[config.mk]
export PLATFORM = sky130hd
export DESIGN_NAME = uart_tx_block
export DESIGN_NICKNAME = d
export VERILOG_FILES = /design/src/rtl/uart_tx_block.sv
export SDC_FILE = /design/constraint.sdc
export NUM_CORES = 1
export LEC_CHECK = 0
export ABC_CLOCK_PERIOD_IN_PS = 2000
export BUFFER_PORTS_ARGS = -buffer_cell sky130_fd_sc_hd__buf_2
export CAP_MARGIN = 20
export CORE_MARGIN = 8
export CORE_UTILIZATION = 55
export CTS_CLUSTER_SIZE = 30
export DETAILED_ROUTE_END_ITERATION = 8
export PLACE_DENSITY = 0.74
export REMOVE_ABC_BUFFERS = 1
export SLEW_MARGIN = 25
export SYNTH_ARGS = -nofsm -noshare
export SYNTH_HDL_FRONTEND = slang
export SYNTH_SLANG_ARGS = --single-unit
[constraint.sdc]
create_clock -name clk -period 2 [get_ports clk]
set_input_delay 0.2 -clock clk [delete_from_list [all_inputs] [get_ports clk]]
set_output_delay 0.2 -clock clk [all_outputs]
set_load 0.05 [all_outputs]
[src/rtl/uart_tx_block.sv]
// UART transmitter: start bit, LSB-first data, optional even parity, one stop bit.
// Define UART_TX_PARITY_EN to insert an even-parity bit between data and stop.
module uart_tx_block #(
  parameter int CLKS_PER_BIT  = 10,
  parameter int NUM_DATA_BITS = 8
) (
  input  logic                     clk,
  input  logic                     n_rst,
  input  logic                     tx_start,
  input  logic [NUM_DATA_BITS-1:0] tx_data,
  output logic                     serial_out,
  output logic                     tx_busy,
  output logic                     tx_done
);

  typedef enum logic [2:0] {
    IDLE   = 3'd0,
    START  = 3'd1,
    DATA   = 3'd2,
`ifdef UART_TX_PARITY_EN
    PARITY = 3'd3,
`endif
    STOP   = 3'd4
  } state_t;

  localparam logic [15:0] TIMER_LAST = 16'(CLKS_PER_BIT - 1);
  localparam logic [3:0]  IDX_LAST   = 4'(NUM_DATA_BITS);

  state_t                   state_r;
  logic [15:0]              timer_r;
  logic [3:0]               idx_r;
  logic [NUM_DATA_BITS-1:0] shift_r;
  logic                     accept_s;
  logic                     bit_tick_s;

`ifdef UART_TX_PARITY_EN
  logic parity_r;

  function automatic logic even_parity(input logic [NUM_DATA_BITS-1:0] d);
    logic p;
    p = 1'b0;
    for (int i = 0; i < NUM_DATA_BITS; i++) begin
      p = p ^ d[i];
    end
    return p;
  endfunction
`endif

  // Accept decode and end-of-bit tick
  always_comb begin
    accept_s   = 1'b0;
    bit_tick_s = 1'b0;
    if (state_r == IDLE) begin
      accept_s = tx_start;
    end else begin
      bit_tick_s = (timer_r == TIMER_LAST);
    end
  end

  // Bit-period timer: restarts on accept so every bit is exactly CLKS_PER_BIT long
  always_ff @(posedge clk or negedge n_rst) begin
    if (!n_rst) begin
      timer_r <= 16'd0;
    end else if (accept_s || bit_tick_s || (state_r == IDLE)) begin
      timer_r <= 16'd0;
    end else begin
      timer_r <= timer_r + 16'd1;
    end
  end

  // Data-bit index: 1..NUM_DATA_BITS while in DATA, cleared on accept
  always_ff @(posedge clk or negedge n_rst) begin
    if (!n_rst) begin
      idx_r <= 4'd0;
    end else if (accept_s) begin
      idx_r <= 4'd0;
    end else if (bit_tick_s && (state_r == START)) begin
      idx_r <= 4'd1;
    end else if (bit_tick_s && (state_r == DATA) && (idx_r != IDX_LAST)) begin
      idx_r <= idx_r + 4'd1;
    end else begin
      idx_r <= idx_r;
    end
  end

  // Frame sequencer with registered line, busy and done outputs
  always_ff @(posedge clk or negedge n_rst) begin
    if (!n_rst) begin
      state_r    <= IDLE;
      shift_r    <= '0;
      serial_out <= 1'b1;
      tx_busy    <= 1'b0;
      tx_done    <= 1'b0;
`ifdef UART_TX_PARITY_EN
      parity_r   <= 1'b0;
`endif
    end else begin
      tx_done <= 1'b0;
      case (state_r)
        IDLE: begin
          if (accept_s) begin
            shift_r    <= tx_data;
`ifdef UART_TX_PARITY_EN
            parity_r   <= even_parity(tx_data);
`endif
            state_r    <= START;
            serial_out <= 1'b0;
            tx_busy    <= 1'b1;
          end else begin
            serial_out <= 1'b1;
            tx_busy    <= 1'b0;
          end
        end
        START: begin
          if (bit_tick_s) begin
            state_r    <= DATA;
            serial_out <= shift_r[0];
          end
        end
        DATA: begin
          if (bit_tick_s) begin
            if (idx_r == IDX_LAST) begin
`ifdef UART_TX_PARITY_EN
              state_r    <= PARITY;
              serial_out <= parity_r;
`else
              state_r    <= STOP;
              serial_out <= 1'b1;
`endif
            end else begin
              // Next bit is read before the shift lands
              shift_r    <= shift_r >> 1;
              serial_out <= shift_r[1];
            end
          end
        end
`ifdef UART_TX_PARITY_EN
        PARITY: begin
          if (bit_tick_s) begin
            state_r    <= STOP;
            serial_out <= 1'b1;
          end
        end
`endif
        STOP: begin
          if (bit_tick_s) begin
            state_r    <= IDLE;
            serial_out <= 1'b1;
            tx_busy    <= 1'b0;
            tx_done    <= 1'b1;
          end
        end
        default: begin
          state_r    <= IDLE;
          serial_out <= 1'b1;
          tx_busy    <= 1'b0;
        end
      endcase
    end
  end

endmodule

### Word-level counts from Yosys, hierarchy flattened

Cells that the tools add are included.

* input bits: 11
* register bits: 34
* output and inout port bits: 3

* equality and inequality tests: 12
* bitwise gates (word level): 1
* reductions and logical operators: 13
* add/subtract/negate cells: 2
* multiplexer cells: 27

Operator list (count)
* $mux W8: 3
* $add A16 B1 Y16 const B: 1
* $eq A16 B4 Y1 const B: 1
* $mux W16: 1
* $pmux W8 S2: 1
* $mux W3: 5
* $mux W4: 3
* $pmux W3 S4: 1
* $mux W1: 11
* $ne A2 B2 Y1 const B: 5
* $reduce_and A5 Y1: 1
* $add A4 B1 Y4 const B: 1
* $eq A4 B4 Y1 const B: 1
* $ne A4 B4 Y1 const B: 1
* $pmux W1 S4: 1
* $reduce_and A4 Y1: 1
* $eq A3 B1 Y1 const B: 1
* $eq A3 B2 Y1 const B: 1
* $eq A3 B3 Y1 const B: 1
* $logic_and A1 B1 Y1: 3
* $logic_not A3 Y1: 1
* $pmux W1 S3: 1
* $reduce_and A3 Y1: 1
* $reduce_bool A3 Y1: 1
* 6 further kinds: 7

### Logic depth before layout (Yosys ltp)

Gate-level depths: netlist (run 1).

* depth in word-level cells: 7
* gate-level depth with buffers: 7
* depth with buffers taken out: 6

### Least setup slack after synthesis (run 1)

OpenSTA, ideal clock, no wires.

* path type: reg2reg
* start: register timer_r[1]
* end: register idx_r[2]
* clock period less this slack: 1.596 ns
* arrival time: 1.458 ns
* path buffers: 0
* path slack: 0.404 ns
* required time: 1.861 ns
* cell stages (with the launch flop): 7
* path through: dfrtp_1 > inv_1 > ha_1 > and4bb_2 > nand4_1 > o311ai_0 > o31ai_1

* word-level cells in the longest chain between the ends: 5
* elaborated cells on any way between the ends: 8
* classes of those cells: eq/ne: 1; mux: 3; reduce/logical: 4

RTL lines
* from (decl): RTL line 30 `logic [15:0] timer_r;`
* from (signal assigned): RTL line 67 `timer_r <= timer_r + 16'd1;`
* $eq A16 B4 Y1 (*): RTL line 56 `bit_tick_s = (timer_r == TIMER_LAST);`
* $mux W1 (*): RTL line 53 `if (state_r == IDLE) begin`
* $logic_and A1 B1 Y1 (on tied branches): RTL line 77, 79
* $mux W4 or $logic_and A1 B1 Y1 (tied branches): RTL line 77, 79
* $mux W4 or $reduce_bool A3 Y1 (tied branches)
* to (signal assigned): RTL line 80 `idx_r <= idx_r + 4'd1;`
* to (signal assigned): RTL line 82 `idx_r <= idx_r;`
* to (decl): RTL line 31 `logic [3:0] idx_r;`

Mark *: on every way between the ends. The rest lies on a longest branch, timed or not.
A chain may end at the register's enable or synchronous reset.

### Worst setup path in the final report (run 1)

* start: register state_r[0]
* end: register shift_r[6]

* word-level cells in the longest chain between the ends: 4
* elaborated cells on any way between the ends: 10
* classes of those cells: eq/ne: 4; mux: 3; reduce/logical: 3

RTL lines
* from (decl): RTL line 29 `state_t state_r;`
* from (signal assigned): RTL line 89 `state_r <= IDLE;`
* from (signal assigned): RTL line 106 `state_r <= START;`
* from (signal assigned): RTL line 116 `state_r <= DATA;`
* $logic_not A3 Y1: RTL line 53, 99
* $mux W1: RTL line 53
* $ne A2 B2 Y1 (no source line)
* $reduce_and A4 Y1 (no source line)
* to (signal assigned): RTL line 102 `shift_r <= tx_data;`
* to (signal assigned): RTL line 132 `shift_r <= shift_r >> 1;`
* to (decl): RTL line 32 `logic [NUM_DATA_BITS-1:0] shift_r;`

Parallel ways exist; a longest one is shown, timed or not.

==> Implementation_results.wiki, run 1 <==
{| class="wikitable"
! Metric !! Value
|-
| Synth-to-Final Area Change || 12.2%
|-
| Synth Area in XOR/XNOR || 0.0524
|-
| Number of optimization iterations in the first detailed-route pass || 4
|-
| Fraction of the mapped netlist area in compound gates || 0.159
|-
| Area share of the largest cell type after synthesis || 0.449
|-
| Capturing element type of the critical path || flip-flop
|-
| Most used DFF post-synth || dfrtp_1
|-
| Type of the tightest min-delay check || primary input to flip-flop
|-
| Highest net fanout along the worst path || 10
|-
| Sequential element share of the synthesized area || 0.464
|-
| Main area contributors after synthesis || dfrtp_1, nor2_1, xor2_1
|-
| Setup bufs post-CTS || 0
|-
| Clock-pin slew on the worst setup and hold paths || 0.11 ns
|-
| Total vias in the final route || 1549
|-
| Remaining antenna violation count || 0
|-
| Number of CTS-inserted buffers || 5
|-
| Cell internal pwr || between 0.9 and 1 mW
|-
| Synth cell types || 49
|-
| Fraction of power consumed by the clock network || 0.393
|-
| Number of fill cells in the layout || between 200 and 300
|-
| Required time of the critical path || 2.29 ns
|-
| Worst-case clock buffer depth || 2
|-
| Crit-path leading delay family || compound AO/OA/AOI/OAI gates
|-
| Setup repair after global routing missed its margin || no
|-
| Dominant combinational cell family by area after synthesis || simple AND/OR/NAND/NOR gates
|-
| Asr flop ratio synth || 1.00
|-
| NetSw || between 0.2 and 0.3 mW
|-
| Multiplexer fraction of the synthesized cell area || 0
|-
| Synth Area in Adders || 0.0272
|-
| # nets final || 225
|-
| Count of non-filler cells in the finished layout || roughly 260
|-
| Worst skew pair latency || 0.35 ns
|-
| Startpoint types || flip-flop
|-
| Result of the run || finished clean
|-
| Antenna cells || 0
|-
| Congestion Overflow GR || 0
|-
| H-Tree Depth || 2
|-
| Post-route core utilization || 0.628
|-
| TritonCTS clock tree || yes
|-
| Seq cells post-synth || 34
|-
| Worst IR drop on VDD || around 470 uV
|-
| Largest clock skew in the final design || 0.0162 ns
|-
| Core region area || 3280 um2
|-
| Violation count after the first detailed-route iteration || 153
|-
| Sequential cell fraction of total power || 0.569
|-
| Worst path cell trace || buf_4 > nor3b_2 > a21oi_1 > a21oi_2 > o22a_1
|-
| Maximum number of pins on one net before global-route repair || 35
|-
| Number of failing hold endpoints at the final stage || 0
|-
| Slew Limit Headroom || 0.487
|-
| Total Wirelength || 4.13 mm
|-
| Area leader, netlist || dfrtp_1
|-
| Multi-input gate area || approximately 910 um2
|-
| Data arrival time at the worst-slack endpoint || 2.10 ns
|-
| Placed cell area || around 2000 um2
|-
| Register cell area after layout || 852 um2
|-
| Critical path class || flip-flop to flip-flop
|-
| PostCTS Resize Cnt || 0
|-
| Max_cap viols || 0
|-
| Cell Pwr Density || 597 nW/um2
|-
| # clock sinks || 34
|-
| Routed len/inst || 16.1 um
|-
| Overall routing resource usage || 0.172
|-
| Total power draw || 1.23 mW
|-
| Clock Tree Root || clkbuf_4
|-
| Number of warnings issued by yosys || 0
|-
| Maximum clock frequency || approximately 0.55 GHz
|-
| Netlist Area Pre-Place || 1840 um2
|-
| Vertical die dimension || 73.8 um
|-
| Delay contributed by the slowest stage of the critical path || between 0.5 and 0.6 ns
|-
| CP max-delay cell || dfrtp_1
|-
| DP Wirelength || 2.90 mm
|-
| First-pass GRT wire length || between 7 and 8 mm
|-
| Post-route DRC || 0
|-
| Layout cells sized above 1 || 0.185
|-
| Switching share of power || 0.224
|-
| Combinational Power Share || 0.037
|-
| Num rows || 21
|-
| Leak pwr || 0.878 nW
|-
| Die W || 73.8 um
|-
| Avg Synthesized Cell Area || 9.72 um2
|-
| Slew Viols, Final || 0
|-
| Starting utilization of the core area || 0.560
|-
| Sum of buffers and inverters on the critical path || 1
|-
| Final worst-path cycle share || 0.908
|-
| Accumulated negative setup slack || 0 ns
|-
| Least-Margin Pin Slew || 0.770 ns
|-
| Post-Place Cells || 248
|-
| Die area || approximately 5400 um2
|-
| Setup violators final || 0
|-
| Buffers added on ports || 13
|-
| Via/cell ratio || 6.03
|-
| Number of instances in the synthesized netlist || 189
|-
| Post-layout minimum cycle time || 1.82 ns
|-
| Number of global-route vias before repair || 1539
|-
| Number of synthesized flops with an enable pin || 0
|-
| Initial antenna violation count || 0
|-
| Synth Area in Simple Gates || 0.256
|-
| RD Place Congestion || 0.808
|-
| Count of boundary I/O pins || 14
|-
| Final cell area excluding filler cells || 2060 um2
|}
[per-layer routing]
metal  GRT usage  share of wire
met1       0.216           0.44
met2       0.264           0.48
met3      0.0518          0.058
met4      0.0754          0.018
met5           0              0
[timing repair]
action	CTS	global route
hold buffers	1	0
endpoints found under the setup margin	0	0
hold endpoints to repair	33	0
[through the flow]
stage               worst slack (ns)  hold slack (ns)
floorplan                     0.0973          -0.0956
global placement               0.337            0.303
detailed placement             0.257            0.326
CTS                            0.217           0.0477
global route                  0.0239           0.0545
finish                         0.185           0.0560
[kinds of logic after synthesis]
| family | after synthesis |
|---|---|
| XOR/XNOR | 11 |
| AO/OA/AOI/OAI | 43 |
| adder cells (fa/ha/maj) | 4 |
| AND/OR/NAND/NOR | 83 |
| flip-flops | 34 |
| buffers and inverters | 14 |
[cells in the mapped netlist (2+ instances only)]
cell type,instances
or3b_1,2
nor3_1,3
or4_1,2
inv_1,4
and3_1,2
nor4_1,2
nor2_1,29
or3_1,2
and4_1,3
and2_1,2
nand2_1,12
o31ai_1,3
dfrtp_1,33
nand3_1,4
a31oi_1,4
a21oi_1,11
o21ai_0,7
ha_1,4
nand4_1,8
clkbuf_1,3
o22a_1,7
buf_4,4
a311oi_1,2
buf_2,2
xor2_1,10
[tightest hold or removal path, cell delays in order]
cell and delay [ns]:
buf_2 0.07, nand2_1 0.04, o21ai_0 0.06
[worst paths after layout]
path	slack, ns	depth (start not counted)	end	startpoint
min	0.06	3	shift_r[7]$_DFFE_PN0P_	tx_data[7]
max in group asynchronous	1.05	2	timer_r[10]$_DFF_PN0_	n_rst
min in group asynchronous	0.45	2	timer_r[15]$_DFF_PN0_	n_rst
max	0.18	5	shift_r[6]$_DFFE_PN0P_	state_r[0]$_DFFE_PN0P_
max reg2reg	0.18	5	shift_r[6]$_DFFE_PN0P_	state_r[0]$_DFFE_PN0P_
min reg2reg	0.49	1	timer_r[0]$_DFF_PN0_	timer_r[0]$_DFF_PN0_
[registers in the layout, summed over array words and instances (netlist names)]
| signal | flops |
|---|---|
| shift_r | 8 |
| serial_out | 1 |
| tx_done | 1 |
| tx_busy | 1 |
| timer_r | 16 |
| idx_r | 4 |
| state_r | 3 |
[power by group through the flow]
stage | Sequential (mW) | Clock, mW | Combinational (mW)
final | 0.700 | 0.484 | 0.0459
after global routing | 0.701 | 0.531 | 0.0533
after CTS | 0.700 | 0.499 | 0.0476
after detailed placement | 0.713 | 0 | 0.0461
after global placement | 0.713 | 0 | 0.0441
after floorplan | 0.717 | 0 | 0.0141
[cell type report]
cell class / count / share of cell area
Multi-Input combinational cell: 141 / 0.441
Sequential cell: 34 / 0.413
Timing Repair Buffer: 24 / 0.0728
Clock buffer: 8 / 0.0382
Tap cell: 46 / 0.0279
Inverter: 4 / 0.00728
[cells in the final DEF, fill, tap and decap left out, drive strengths merged, types with 5 or more instances in the layout]
master | netlist | layout
nand4 | 8 | 8
o21ai | 8 | 8
buf | 7 | 23
nand2 | 12 | 12
a21oi | 12 | 12
nand3 | 5 | 5
xor2 | 10 | 10
o22a | 7 | 7
clkbuf | 3 | 8
dfrtp | 33 | 33
nor2 | 29 | 29
Power figures use the tool's default switching activity.
==> run 2: changes to the inputs <==
--- a/config.mk
+++ b/config.mk
@@ -5,7 +5,7 @@
 export SDC_FILE = /design/constraint.sdc
 export NUM_CORES = 1
 export LEC_CHECK = 0
-export ABC_CLOCK_PERIOD_IN_PS = 2000
+export ABC_CLOCK_PERIOD_IN_PS = 2210
 export BUFFER_PORTS_ARGS = -buffer_cell sky130_fd_sc_hd__buf_2
 export CAP_MARGIN = 20
 export CORE_MARGIN = 8
==> constraint.sdc (replaced) <==
create_clock -name clk -period 2.21 [get_ports clk]
set_input_delay 0.221 -clock clk [delete_from_list [all_inputs] [get_ports clk]]
set_output_delay 0.221 -clock clk [all_outputs]
set_load 0.05 [all_outputs]
==> Implementation_results.wiki, run 2 (synthesis gave the netlist of run 1 again) <==
{| class="wikitable"
! Metric !! Value
|-
| Clock-pin slew on the worst setup and hold paths || 0.12 ns
|-
| Core region area || 3280 um2
|-
| # nets final || 220
|-
| Post-layout minimum cycle time || 1.84 ns
|-
| CP max-delay cell || o311ai_0
|-
| # clock sinks || 34
|-
| Number of failing hold endpoints at the final stage || 0
|-
| Combinational Power Share || 0.033
|-
| Num rows || 21
|-
| Max_cap viols || 0
|-
| Slew Limit Headroom || 0.496
|-
| Switching share of power || 0.205
|-
| Worst skew pair latency || 0.35 ns
|-
| NetSw || 0.258 mW
|-
| Worst IR drop on VDD || 721 uV
|-
| DP Wirelength || about 2.7 mm
|-
| Number of global-route vias before repair || 1410
|-
| Count of non-filler cells in the finished layout || 252
|-
| Die area || between 5000 and 6000 um2
|-
| First-pass GRT wire length || between 6 and 7 mm
|-
| Post-layout worst setup margin || around 0.37 ns
|-
| Largest regs || timer_r: 16 flops, shift_r: 8 flops, idx_r: 4 flops
|-
| Delay contributed by the slowest stage of the critical path || 0.46 ns
|-
| Vertical die dimension || 73.8 um
|-
| Cell internal pwr || 1.00 mW
|-
| Sequential cell fraction of total power || 0.503
|-
| Slew Viols, Final || 0
|-
| Hold slack || 0.0720 ns
|-
| Reg-to-reg startpoint || timer_r[1]$_DFF_PN0_
|-
| Clock Tree Root || clkbuf_4
|-
| Buffers added on ports || 13
|-
| Overall routing resource usage || 0.153
|-
| TritonCTS clock tree || yes
|-
| Least-Margin Pin Slew || 0.757 ns
|-
| Setup bufs post-CTS || 0
|-
| Worst-case clock buffer depth || 2
|-
| Routed len/inst || 14.9 um
|-
| Post-Place Cells || 243
|-
| Top library cells by usage in the layout, fill and taps aside || dfrtp_1, nor2_1, buf_2, nand2_1, a21oi_1
|-
| Leak pwr || 0.863 nW
|-
| Congestion Overflow GR || 0
|-
| Fraction of power consumed by the clock network || 0.464
|-
| Synth-to-Final Area Change || 11.6%
|-
| H-Tree Depth || 2
|-
| Worst path cell trace || inv_1 > ha_1 > and4bb_2 > nand4_1 > o311ai_0 > o31ai_1
|-
| Crit path to || idx_r[2]$_DFFE_PN0P_
|-
| Post-route DRC || 0
|-
| Total Wirelength || 3.75 mm
|-
| Count of boundary I/O pins || 14
|-
| Setup repair after global routing missed its margin || no
|-
| Die W || 73.8 um
|-
| Capturing element type of the critical path || flip-flop
|-
| Highest net fanout along the worst path || 8
|-
| Startpoint types || flip-flop
|-
| Flip-flop count of the largest register, all copies and words added || 16
|-
| Accumulated negative setup slack || 0 ns
|-
| Data arrival time at the worst-slack endpoint || slightly above 2 ns
|-
| Number of optimization iterations in the first detailed-route pass || 4
|-
| Violation count after the first detailed-route iteration || 158
|-
| Reg2Reg Depth || 6
|-
| Final worst-path cycle share || 0.831
|-
| Layout cells sized above 1 || 0.165
|-
| Cell Pwr Density || 613 nW/um2
|-
| Largest register by flop count || timer_r
|-
| Antenna cells || 0
|-
| Total power draw || 1.26 mW
|-
| RD Place Congestion || between 0.7 and 0.8
|-
| Maximum number of pins on one net before global-route repair || 35
|-
| Total vias in the final route || 1489
|-
| Capturing point of the worst reg2reg path || idx_r[2]$_DFFE_PN0P_
|-
| Required time of the critical path || 2.44 ns
|-
| Most common library cell in the layout ignoring fill and taps || dfrtp_1
|-
| Register-to-register path setup slack || ~0.37 ns
|-
| Worst setup timing slack at the placement stage || roughly 0.39 ns
|-
| Maximum clock frequency || 0.545 GHz
|-
| Type of the tightest min-delay check || primary input to flip-flop
|-
| Remaining antenna violation count || 0
|-
| Setup violators final || 0
|-
| Largest clock skew in the final design || between 0.01 and 0.015 ns
|-
| Launching instance or port of the critical path || timer_r[1]$_DFF_PN0_
|-
| Starting utilization of the core area || 0.560
|-
| Initial antenna violation count || 0
|-
| Critical path class || flip-flop to flip-flop
|-
| Result of the run || finished clean
|-
| Via/cell ratio || approximately 5.9
|-
| Number of CTS-inserted buffers || 5
|-
| PostCTS Resize Cnt || 0
|}
[run 2: critical path, delay by kind of cell, from the launching register on]
kind,cells,cell delay [ns]
AOI/OAI and AO/OA,2,0.58
adders and majority gates,1,0.13
buffers and inverters,1,0.06
DFF,1,0.40
and+or+nand+nor,2,0.54
[run 2: timing repair]
item	4_1_cts	5_1_grt
hold buffers	1	0
endpoints found under the setup margin	0	0
hold endpoints to repair	33	0
[run 2: how the worst min path moves through the flow]
stage	slack, ns	endpoint	depth (start not counted)	from
detailed placement	0.33	timer_r[13]$_DFF_PN0_	1	n_rst
CTS	0.07	shift_r[7]$_DFFE_PN0P_	3	tx_data[7]
finish	0.07	shift_r[7]$_DFFE_PN0P_	3	tx_data[7]
floorplan	-0.07	idx_r[0]$_DFFE_PN0P_	0	n_rst
global route	0.09	shift_r[7]$_DFFE_PN0P_	3	tx_data[7]
global placement	0.33	timer_r[15]$_DFF_PN0_	1	n_rst
[run 2: metal layers]
| layer | track usage | share of wire | up-vias | wire length (um) |
|---|---|---|---|---|
| met3 | 0.0368 | 0.051 | 12 | 192 |
| met4 | 0.0687 | 0.022 | 0 | 84 |
| met2 | 0.230 | 0.47 | 49 | 1750 |
| met1 | 0.200 | 0.46 | 699 | 1720 |
| li1 | - | - | 729 | - |
| met5 | 0 | 0 | - | 0 |
[run 2: layout make-up]
class / count / area (um2)
Clock buffer: 5 / 37.5
Inverter: 4 / 15.0
Timing Repair Buffer: 19 / 113
Fill cell: 285 / 1230
Clock inverter: 3 / 68.8
Sequential cell: 34 / 852
Multi-Input combinational cell: 141 / 908
Tap cell: 46 / 57.6
[run 2: power by group through the flow]
| stage | Clock, mW | Sequential, mW | Combinational, mW |
|---|---|---|---|
| 6_report | 0.583 | 0.634 | 0.0415 |
| 5_1_grt | 0.615 | 0.635 | 0.0476 |
| 4_1_cts | 0.587 | 0.634 | 0.0428 |
| 3_5_place_dp | 0 | 0.646 | 0.0414 |
| 3_3_place_gp | 0 | 0.645 | 0.0399 |
| 2_1_floorplan | 0 | 0.649 | 0.0128 |
[run 2: per-stage QoR]
step           instance area (um2)  utilization
2_1_floorplan                 1780            -
3_3_place_gp                  1940        0.589
3_5_place_dp                  1940        0.589
4_1_cts                       2050        0.625
5_1_grt                       2050        0.625
6_report                      2050        0.625
==> run 3: changes to the inputs <==
--- a/config.mk
+++ b/config.mk
@@ -5,11 +5,11 @@
 export SDC_FILE = /design/constraint.sdc
 export NUM_CORES = 1
 export LEC_CHECK = 0
-export ABC_CLOCK_PERIOD_IN_PS = 2210
+export ABC_CLOCK_PERIOD_IN_PS = 1590
 export BUFFER_PORTS_ARGS = -buffer_cell sky130_fd_sc_hd__buf_2
 export CAP_MARGIN = 20
 export CORE_MARGIN = 8
-export CORE_UTILIZATION = 55
+export CORE_UTILIZATION = 53
 export CTS_CLUSTER_SIZE = 30
 export DETAILED_ROUTE_END_ITERATION = 8
 export PLACE_DENSITY = 0.74
==> constraint.sdc (replaced) <==
create_clock -name clk -period 1.59 [get_ports clk]
set_input_delay 0.159 -clock clk [delete_from_list [all_inputs] [get_ports clk]]
set_output_delay 0.159 -clock clk [all_outputs]
set_load 0.05 [all_outputs]
==> Implementation_results.wiki, run 3 (synthesis gave the netlist of run 1 again) <==
{| class="wikitable"
! Metric !! Value
|-
| Total Wirelength || 4.80 mm
|-
| Congestion Overflow GR || 0
|-
| Post-layout worst setup margin || -0.102 ns
|-
| Switching share of power || 0.220
|-
| Worst IR drop on VDD || around 560 uV
|-
| Number of global-route vias before repair || roughly 1700
|-
| WHS Path Cells || 3
|-
| Slew Limit Headroom || 0.492
|-
| # clock sinks || 34
|-
| Cell internal pwr || 1.20 mW
|-
| Setup repair after global routing missed its margin || yes
|-
| H-Tree Depth || 2
|-
| Hold slack || 0.0476 ns
|-
| Violated checks || negative setup slack
|-
| Count of boundary I/O pins || 14
|-
| Post-route core utilization || 0.726
|-
| Number of failing hold endpoints at the final stage || 0
|-
| Maximum clock frequency || 0.591 GHz
|-
| Antenna cells || 0
|-
| Max_cap viols || 0
|-
| First-pass GRT wire length || 7.62 mm
|-
| Capturing point of the worst reg2reg path || shift_r[4]$_DFFE_PN0P_
|-
| Slew Viols, Final || 0
|-
| Vertical die dimension || 74.9 um
|-
| Worst skew pair latency || ~0.34 ns
|-
| Most common library cell in the layout ignoring fill and taps || dfrtp_1
|-
| Met1 routed wirelength after detailed routing || 2.09 mm
|-
| Cell Pwr Density || 636 nW/um2
|-
| Buffers added on ports || 13
|-
| Required time of the critical path || 1.82 ns
|-
| Combinational Power Share || 0.040
|-
| Reg2Reg Depth || 7
|-
| Result of the run || finished with violations
|-
| Die area || between 5000 and 6000 um2
|-
| TritonCTS clock tree || yes
|-
| Starting utilization of the core area || 0.551
|-
| RD Place Congestion || 0.844
|-
| Overall routing resource usage || 0.177
|-
| Maximum number of pins on one net before global-route repair || 35
|-
| Die W || 74.9 um
|-
| Reg-to-reg startpoint || idx_r[1]$_DFFE_PN0P_
|-
| Remaining antenna violation count || 0
|-
| Worst-case clock buffer depth || 2
|-
| Post-route DRC || 0
|-
| Uppermost metal layer occupied by signal nets || met4
|-
| # nets final || 250
|-
| Total vias in the final route || 1682
|-
| Violation count after the first detailed-route iteration || 198
|-
| Critical path class || flip-flop to flip-flop
|-
| Number of CTS-inserted buffers || 5
|-
| Largest regs || timer_r: 16 flops, shift_r: 8 flops, idx_r: 4 flops
|-
| DP Wirelength || around 3.1 mm
|-
| Setup violators final || 12
|-
| Capturing element type of the critical path || flip-flop
|-
| Clock-pin slew on the worst setup and hold paths || between 0.1 and 0.15 ns
|-
| Type of the tightest min-delay check || primary input to flip-flop
|-
| Clock Tree Root || clkbuf_4
|-
| Register-to-register path setup slack || -0.10 ns
|-
| Layout cells sized above 1 || 0.356
|-
| Largest register by flop count || timer_r
|-
| Top library cells by usage in the layout, fill and taps aside || dfrtp_1, buf_4, nor2_1, buf_2
|-
| DR WL met2 || 2.32 mm
|-
| Flip-flop count of the largest register, all copies and words added || 16
|-
| Synth-to-Final Area Change || 31.7%
|-
| Initial antenna violation count || 0
|-
| Post-layout minimum cycle time || 1.69 ns
|-
| Routed len/inst || 17.0 um
|-
| Leak pwr || ~1.0 nW
|-
| Highest net fanout along the worst path || 8
|-
| Largest clock skew in the final design || 0.0120 ns
|-
| Core region area || 3340 um2
|-
| Fraction of power consumed by the clock network || 0.388
|-
| Launching instance or port of the critical path || idx_r[1]$_DFFE_PN0P_
|-
| Length of routed met3 wiring || ~320 um
|-
| Startpoint types || flip-flop
|-
| Final worst-path cycle share || 1.06
|-
| Num rows || 21
|-
| Least-Margin Pin Slew || around 0.76 ns
|-
| Via/cell ratio || 5.96
|-
| Data arrival time at the worst-slack endpoint || between 1.5 and 2 ns
|-
| Sequential cell fraction of total power || 0.572
|-
| NetSw || 0.338 mW
|-
| Crit path to || shift_r[4]$_DFFE_PN0P_
|-
| Number of optimization iterations in the first detailed-route pass || 4
|}
[run 3: cell count changes in the layout (fill, tap and decap cells not counted), moves of 3 or more]
cell      previous run  this run
clkbuf_8             0         3
and4_1               3         0
buf_4                5        30
buf_6                0         4
[run 3: power groups by stage]
stage,sequential (mW),combinational (mW),clock (mW)
2_1_floorplan,0.902,0.0177,0
3_3_place_gp,0.897,0.0559,0
3_5_place_dp,0.897,0.0571,0
4_1_cts,0.881,0.0593,0.612
5_1_grt,0.882,0.0693,0.644
6_report,0.881,0.0614,0.598
[run 3: how the worst min path moves through the flow]
| stage | from | endpoint | slack (ns) |
|---|---|---|---|
| floorplan | n_rst | idx_r[0]$_DFFE_PN0P_ | -0.14 |
| finish | tx_data[7] | shift_r[7]$_DFFE_PN0P_ | 0.05 |
| CTS | tx_data[7] | shift_r[7]$_DFFE_PN0P_ | 0.03 |
| detailed placement | n_rst | timer_r[12]$_DFF_PN0_ | 0.27 |
| global route | tx_data[7] | shift_r[7]$_DFFE_PN0P_ | 0.07 |
| global placement | n_rst | timer_r[12]$_DFF_PN0_ | 0.26 |
[run 3: area by class of cell]
cell class	count	area, um2
Tap cell	46	57.6
Fill cell	240	916
Clock buffer	8	78.8
Inverter	4	15.0
Timing Repair Buffer	49	365
Multi-Input combinational cell	141	1050
Sequential cell	34	855
[run 3: per-layer routing]
layer | global-route usage | vias up
li1 | - | 790
met1 | 0.218 | 804
met2 | 0.278 | 78
met3 | 0.0573 | 10
met4 | 0.0674 | 0
met5 | 0 | -
[run 3: stage by stage]
stage | instances | total power [mW] | instance area [um2] | TNS (ns) | worst slack [ns]
floorplan | 179 | 0.920 | 1780 | -2.75 | -0.313
global route | 282 | 1.60 | 2420 | -2.72 | -0.133
global placement | 271 | 0.952 | 2160 | -0.0697 | -0.0293
CTS | 281 | 1.55 | 2330 | -0.0631 | -0.0210
detailed placement | 271 | 0.955 | 2160 | -1.14 | -0.153
finish | 282 | 1.54 | 2420 | -0.773 | -0.102
[run 3: worst max-delay path: stages (launching register included)]
cell      delay [ns]
dfrtp_1         0.44
inv_1           0.12
ha_1            0.20
nand3b_1        0.13
a21oi_2         0.30
a21oi_4         0.05
buf_6           0.14
o22a_1          0.20
[run 3: repair_timing]
| item | in CTS | in global routing |
|---|---|---|
| hold buffers | 1 | 0 |
| gates resized for setup | 19 | 14 |
| pin swaps | 2 | 1 |
| endpoints found under the setup margin | 17 | 33 |
| hold endpoints to repair | 33 | 0 |
| setup buffers | 1 | 1 |
